File: src/rtl/cpu_irq_sequencer.sv
// cpu_irq_sequencer: NMI/IRQ entry sequencer that pushes PC/P and fetches the handler vector for the 6502-style core
module cpu_irq_sequencer #(
  parameter int          N_IRQ      = 4,
  parameter logic [7:0]  STACK_PAGE = 8'h01,
  parameter logic [15:0] NMI_VEC    = 16'hFFFA,
  parameter logic [15:0] IRQ_VEC    = 16'hFFFE,
  parameter bit          VECTORED   = 1'b0,
  parameter logic [15:0] VEC_BASE   = 16'hFFE0
) (
  input  logic             clk,
  input  logic             reset,
  input  logic             nmi,
  input  logic [N_IRQ-1:0] irq,
  input  logic [N_IRQ-1:0] irq_mask,
  input  logic             flag_i,
  input  logic             boundary,
  input  logic [15:0]      pc_in,
  input  logic [7:0]       p_in,
  input  logic [7:0]       s_in,
  input  logic [7:0]       data_bus_in,
  output logic             busy,
  output logic [15:0]      adr_bus,
  output logic [7:0]       data_bus_out,
  output logic             RW,
  output logic [15:0]      pc_out,
  output logic             pc_load,
  output logic [7:0]       s_out,
  output logic             s_load,
  output logic             set_i,
  output logic [N_IRQ-1:0] irq_ack,
  output logic             nmi_pending
);
  localparam int CW = (N_IRQ > 1) ? $clog2(N_IRQ) : 1;
  typedef enum logic [2:0] {IDLE, PUSH_PCH, PUSH_PCL, PUSH_P, VEC_LO, VEC_HI, DONE} state_t;
  state_t           r_state, w_next;
  logic             r_nmi_prev, r_nmi_pend, r_src_nmi;
  logic [CW-1:0]    r_ch, w_ch;
  logic [15:0]      r_pc, w_vec, w_adr, w_pc_out;
  logic [5:0]       r_p;
  logic [7:0]       r_sp, r_vlo, w_sp, w_dout, w_s_out;
  logic [N_IRQ-1:0] w_req, w_ack;
  logic             w_accept, w_busy, w_rw, w_strobe;
  assign w_req       = irq & irq_mask & {N_IRQ{~flag_i}};
  assign w_accept    = (r_state == IDLE) && boundary && (r_nmi_pend || |w_req);
  assign w_vec       = r_src_nmi ? NMI_VEC : (VECTORED ? VEC_BASE + {{(15-CW){1'b0}}, r_ch, 1'b0} : IRQ_VEC);
  assign nmi_pending = r_nmi_pend;
  // lowest-index enabled channel wins among maskable requests
  always_comb begin
    w_ch = '0;
    for (int k = N_IRQ - 1; k >= 0; k--) if (w_req[k]) w_ch = CW'(k);
  end
  // state register; reset abandons any partially pushed frame
  always_ff @(negedge clk or posedge reset) begin
    if (reset) r_state <= IDLE;
    else r_state <= w_next;
  end
  // next state plus the next bus/strobe values, registered below
  always_comb begin
    w_next   = r_state;
    w_busy   = busy;
    w_adr    = adr_bus;
    w_dout   = data_bus_out;
    w_rw     = RW;
    w_sp     = r_sp;
    w_pc_out = pc_out;
    w_s_out  = s_out;
    w_strobe = 1'b0;
    w_ack    = {N_IRQ{1'b0}};
    case (r_state)
      IDLE: begin
        w_next = w_accept ? PUSH_PCH : IDLE;
        w_busy = w_accept ? 1'b1 : busy;
        w_sp   = w_accept ? s_in : r_sp;
      end
      PUSH_PCH: begin
        w_next = PUSH_PCL;
        w_adr  = {STACK_PAGE, r_sp};
        w_dout = r_pc[15:8];
        w_rw   = 1'b0;
        w_sp   = r_sp - 8'd1;
      end
      PUSH_PCL: begin
        w_next = PUSH_P;
        w_adr  = {STACK_PAGE, r_sp};
        w_dout = r_pc[7:0];
        w_rw   = 1'b0;
        w_sp   = r_sp - 8'd1;
      end
      PUSH_P: begin
        w_next = VEC_LO;
        w_adr  = {STACK_PAGE, r_sp};
        w_dout = {r_p[5:4], 2'b10, r_p[3:0]};
        w_rw   = 1'b0;
        w_sp   = r_sp - 8'd1;
      end
      VEC_LO: begin
        w_next = VEC_HI;
        w_adr  = w_vec;
        w_rw   = 1'b1;
      end
      VEC_HI: begin
        w_next = DONE;
        w_adr  = w_vec + 16'd1;
      end
      DONE: begin
        w_next   = IDLE;
        w_pc_out = {data_bus_in, r_vlo};
        w_s_out  = r_sp;
        w_strobe = 1'b1;
        w_ack    = r_src_nmi ? {N_IRQ{1'b0}} : N_IRQ'(1) << r_ch;
        w_busy   = 1'b0;
        w_rw     = 1'b1;
      end
      default: w_next = IDLE;
    endcase
  end
  // datapath: source latch at acceptance, NMI edge capture and registered bus outputs
  always_ff @(negedge clk or posedge reset) begin
    if (reset) begin
      busy         <= 1'b0;
      adr_bus      <= '0;
      data_bus_out <= '0;
      RW           <= 1'b1;
      pc_out       <= '0;
      s_out        <= '0;
      pc_load      <= 1'b0;
      s_load       <= 1'b0;
      set_i        <= 1'b0;
      irq_ack      <= '0;
      r_nmi_prev   <= 1'b0;
      r_nmi_pend   <= 1'b0;
      r_src_nmi    <= 1'b0;
      r_ch         <= '0;
      r_pc         <= '0;
      r_p          <= '0;
      r_sp         <= '0;
      r_vlo        <= '0;
    end else begin
      busy         <= w_busy;
      adr_bus      <= w_adr;
      data_bus_out <= w_dout;
      RW           <= w_rw;
      pc_out       <= w_pc_out;
      s_out        <= w_s_out;
      pc_load      <= w_strobe;
      s_load       <= w_strobe;
      set_i        <= w_strobe;
      irq_ack      <= w_ack;
      r_nmi_prev   <= nmi;
      r_nmi_pend   <= (nmi & ~r_nmi_prev) | (r_nmi_pend & ~w_accept);
      r_src_nmi    <= w_accept ? r_nmi_pend : r_src_nmi;
      r_ch         <= w_accept ? w_ch : r_ch;
      r_pc         <= w_accept ? pc_in : r_pc;
      r_p          <= w_accept ? {p_in[7:6], p_in[3:0]} : r_p;
      r_sp         <= w_sp;
      r_vlo        <= (r_state == VEC_HI) ? data_bus_in : r_vlo;
    end
  end
endmodule
File: config.mk
export PLATFORM = sky130hd
export DESIGN_NAME = cpu_irq_sequencer
export DESIGN_NICKNAME = d
export VERILOG_FILES = /design/src/rtl/cpu_irq_sequencer.sv
export SDC_FILE = /design/constraint.sdc
export NUM_CORES = 1
export LEC_CHECK = 0
export CAP_MARGIN = 20
export CORE_UTILIZATION = 45
export DETAILED_ROUTE_END_ITERATION = 12
export PLACE_DENSITY = 0.8
export SKIP_LAST_GASP = 1
export SLEW_MARGIN = 20
export SYNTH_ARGS = -nofsm -noshare
export SYNTH_HDL_FRONTEND = slang
export SYNTH_SLANG_ARGS = --single-unit
export TNS_END_PERCENT = 5
File: constraint.sdc
create_clock -name clk -period 4 [get_ports clk]
set_input_delay 1.2 -clock clk [delete_from_list [all_inputs] [get_ports clk]]
set_output_delay 1.2 -clock clk [all_outputs]
set_load 0.1 [all_outputs]
-- Word-level counts from Yosys, hierarchy flattened
Cells that the tools add are included.
- bits in registers: 101
- logic and storage cells: 66
- add/sub/neg operators: 2
- equal/unequal tests: 7
- shift operators: 1
- multiplexer cells: 17
- bitwise operators: 8
- reductions and logical operators: 14
- operators with widths (cell ; number):
    $pmux W16 S3 ; 1
    $pmux W8 S3 ; 1
    $pmux W3 S6 ; 1
    $pmux W8 S2 ; 1
    $eq A3 B3 Y1 const B ; 3
    $and A4 B4 Y4 ; 2
    $mux W2 ; 4
    $mux W4 ; 2
    $mux W8 ; 1
    $sub A8 B1 Y8 const B ; 1
    $eq A3 B2 Y1 const B ; 2
    $reduce_bool A2 Y1 ; 3
    $reduce_bool A3 Y1 ; 2
    $add A4 B2 Y5 const B ; 1
    $pmux W1 S2 ; 2
    $reduce_and A2 Y1 ; 2
    $reduce_or A4 Y1 ; 1
    $shl A1 B2 Y4 const A ; 1
    $eq A3 B1 Y1 const B ; 1
    $logic_not A3 Y1 ; 1
    $mux W1 ; 3
    $mux W3 ; 1
    $not A1 Y1 ; 3
    $reduce_or A3 Y1 ; 1
    6 further kinds ; 8

-- Logic depth before layout (Yosys ltp)
Gate-level depths: netlist of run 1.
- depth in word-level cells: 8
- gate-level depth with buffers: 8

==> reports/qor.json, run 1 <==
{
  "clock_tree": {
    "worst_setup_hold_path_clk_slew_ns": 0.06,
    "ctsLongestPathBuffers": 2,
    "worstSkewPairLatency_ns": 0.39,
    "cts_sinks": 95,
    "total_number_of_h_tree_levels": 3,
    "cts_root_buf": "sky130_fd_sc_hd__clkbuf_8",
    "cts_inserted_buffers": 9,
    "cts_tree": "built"
  },
  "floorplanning": {
    "dieArea_um2": 9380,
    "floorplan.io_pins": 111,
    "die_width_um": 96.9,
    "die_h_um": 96.9,
    "placement_rows": 34,
    "initial_core_util_pct": 46.4,
    "area_of_the_core_um2": 8720
  },
  "worst_hold_path": {
    "worst_hold_startpoint": "r_vlo[2]$_DFFE_NP0P_",
    "hp-class": "reg2reg",
    "worst_hold_path.num_cells": 2,
    "timing.hold.worst_endpoint": "pc_out[2]$_DFFE_NP0P_"
  },
  "placement": {
    "place_congestion": 0.834,
    "post_dp_hpwl_um": 7200,
    "port-buffer-count": 108,
    "placedCellCount": 565
  },
  "route": {
    "routed-via-count": 3176,
    "drt_drc_violations_left": 0,
    "drtPass1Iterations": 5,
    "drt-total-wl_um": 10100,
    "postRouteAntennaNets": 0,
    "routedWlPerCell_um": 17.1,
    "detailedRoute.firstIterationViolations": 218,
    "route.detailed.vias_per_inst": 5.37
  },
  "logic_synthesis": {
    "synthTopCellsByArea": "sky130_fd_sc_hd__dfrtn_1, sky130_fd_sc_hd__mux2_2, sky130_fd_sc_hd__nand2_1",
    "post_synth_most_frequent_cells": "sky130_fd_sc_hd__dfrtn_1, sky130_fd_sc_hd__nand2_1, sky130_fd_sc_hd__mux2_2",
    "synthDistinctLibCells": 50,
    "ys_seq_elements": 95,
    "syn_inst": 350,
    "yosys.area.top_type_share_pct": 58.1,
    "async_flop_share_pct": 100,
    "synthesis.area_um2": 4050,
    "number_of_synthesized_flops_with_an_enable_pin": 0,
    "syn-mean-instance-area_um2": 11.6,
    "syn-num-nets": 404,
    "seq_area_frac_synth_pct": 58.7,
    "number_of_warnings_issued_by_yosys": 0,
    "yosys.cell_count.top_type": "sky130_fd_sc_hd__dfrtn_1",
    "synth_largest_area_cell": "sky130_fd_sc_hd__dfrtn_1",
    "synth_ff_type": "sky130_fd_sc_hd__dfrtn_1"
  },
  "timing": {
    "final-setup-viol-count": 92,
    "worst_pin_slew_ns": 0.896,
    "hold_viol": 0,
    "skew_ns": 0.0550,
    "maxSlewHeadroom_pct": 40.3,
    "rsz0062_at_grt": "true",
    "final.setup.tns_ns": -19.68,
    "maxSlewViolCount": 0,
    "fin_ws_ns": -0.332
  },
  "setup_path": {
    "crit_type": "reg2out",
    "timing.critical_path.cells": "buf_12",
    "reg2reg_from": "r_state[0]$_DFF_NP0_",
    "ff2ff_path_depth": 3,
    "crit-reg2reg-capture": "irq_ack[3]$_DFF_NP0_",
    "worst-endpoint-required_ns": 2.80,
    "cp_num_buf_inv": 1,
    "critPathLaunchType": "register",
    "critPathMaxStageDelay_ns": 0.56,
    "crit_fanout": 3,
    "worstPathArrival_ns": 3.13,
    "critical_path.slowest_cell": "sky130_fd_sc_hd__dfstp_2",
    "cp-end-kind": "output port",
    "timing.reg2reg.setup_slack_ns": 1.34,
    "critical_path_depth": 1,
    "crit_family": "flip-flops"
  },
  "cells_and_area": {
    "fillCellCount": 580,
    "area.growth.synth_to_final_pct": 55.9,
    "stdcell_count": 591,
    "multi_input_area_um2": 1550,
    "number_of_antenna_repair_diodes": 0,
    "drive_above_1_share_pct": 35.4,
    "count_of_nets_after_finishing": 532,
    "seq_area_um2": 2380
  },
  "run_status": {
    "failed_checks": "negative setup slack",
    "status": "finished, violations left"
  },
  "grt": {
    "globalRouteOverflowTotal": 0,
    "grt.total_usage_pct": 22.8,
    "antenna_found_initial": 0,
    "number_of_global_route_vias_before_repair": 3262,
    "grt_first_pass_wirelength_um": 16800,
    "largest_net_degree_at_the_start_of_global_routing": 30
  },
  "flow_run": {
    "max_cap_violation_count": 0
  }
}
## placed cells by master, fill, tap and decap left out, drive strengths merged, types with 7 or more instances in the layout
cell and count:
a22oi 10, buf 93, clkbuf 18, clkdlybuf4s50 40, dfrtn 94, inv 10
mux2 41, nand2 71, nand2b 7, nor2 12, o21ai 21
## routing by layer
metal / track usage (%) / share of wire, %
met1: 29.7 / 43
met2: 37.8 / 50
met3: 4.19 / 4.4
met4: 8.73 / 1.8
met5: 0 / 0
## tightest hold or removal path, stage by stage (launching register included)
cell and delay (ns):
sky130_fd_sc_hd__dfrtn_1 0.41, sky130_fd_sc_hd__nand2_1 0.05, sky130_fd_sc_hd__nand2_1 0.05
## kinds of logic after synthesis
| group | count (synthesis) | synth area share (%) |
|---|---|---|
| compound gates | 66 | 11.4 |
| fa+ha+maj | 1 | 0.309 |
| buf+inv | 36 | 4.88 |
| flops | 95 | 58.7 |
| mux | 42 | 11.6 |
| simple gates | 110 | 13.0 |
## per-stage QoR
| step | utilization [%] | hold WS, ns | setup WS (ns) | cell area (um^2) |
|---|---|---|---|---|
| floorplan | - | 0.353 | -0.671 | 4080 |
| global placement | 68.0 | 0.374 | -0.893 | 5930 |
| global route | 72.4 | 0.442 | -0.383 | 6320 |
| detailed placement | 68.0 | 0.419 | -0.966 | 5930 |
| CTS | 72.3 | 0.419 | -0.349 | 6310 |
| finish | 72.4 | 0.418 | -0.332 | 6320 |
## layout make-up
class                           count  area share [%]
Multi-Input combinational cell    219            24.5
Inverter                           10           0.654
Clock inverter                      7            1.13
Timing Repair Buffer              142            31.7
Clock buffer                       10            2.18
Tap cell                          108            2.14
Sequential cell                    95            37.7
## registers in the layout, summed over array words and instances (netlist names), 2 cells and up
register / flops
s_out: 8
r_sp: 8
r_pc: 16
irq_ack: 4
pc_out: 16
r_p: 6
r_ch: 2
r_state: 3
data_bus_out: 8
r_vlo: 8
adr_bus: 10
## worst max-delay path by stage
stage                                      to                     from  slack, ns
final                                      RW           RW$_DFFE_NP1P_      -0.33
after global routing                       RW           RW$_DFFE_NP1P_      -0.38
after CTS                 r_pc[0]$_DFFE_NP0P_                 boundary      -0.35
after detailed placement  r_pc[0]$_DFFE_NP0P_                 boundary      -0.97
after global placement    r_pc[0]$_DFFE_NP0P_                 boundary      -0.89
after floorplan                   adr_bus[10]  adr_bus[14]$_DFFE_NP0P_      -0.67
## what timing repair did
item / CTS / global route
setup endpoints to repair: 93 / 93
hold buffers: 0 / 0
cloned: 2 / 1
resized for setup: 36 / 18
buffers inserted: 7 / 1
pin swaps: 6 / 4
Power of run 1 is not shown: default switching activity piles up to over one toggle a cycle in this logic, so the estimate is an artifact.
==> inputs of run 2 (changes only) <==
Settings changed: CTS_CLUSTER_SIZE set to 16.
==> results of run 2 <==
Final layout, timing and power as in run 1 (identical DEF).
Power of run 2 is left out for the same reason.
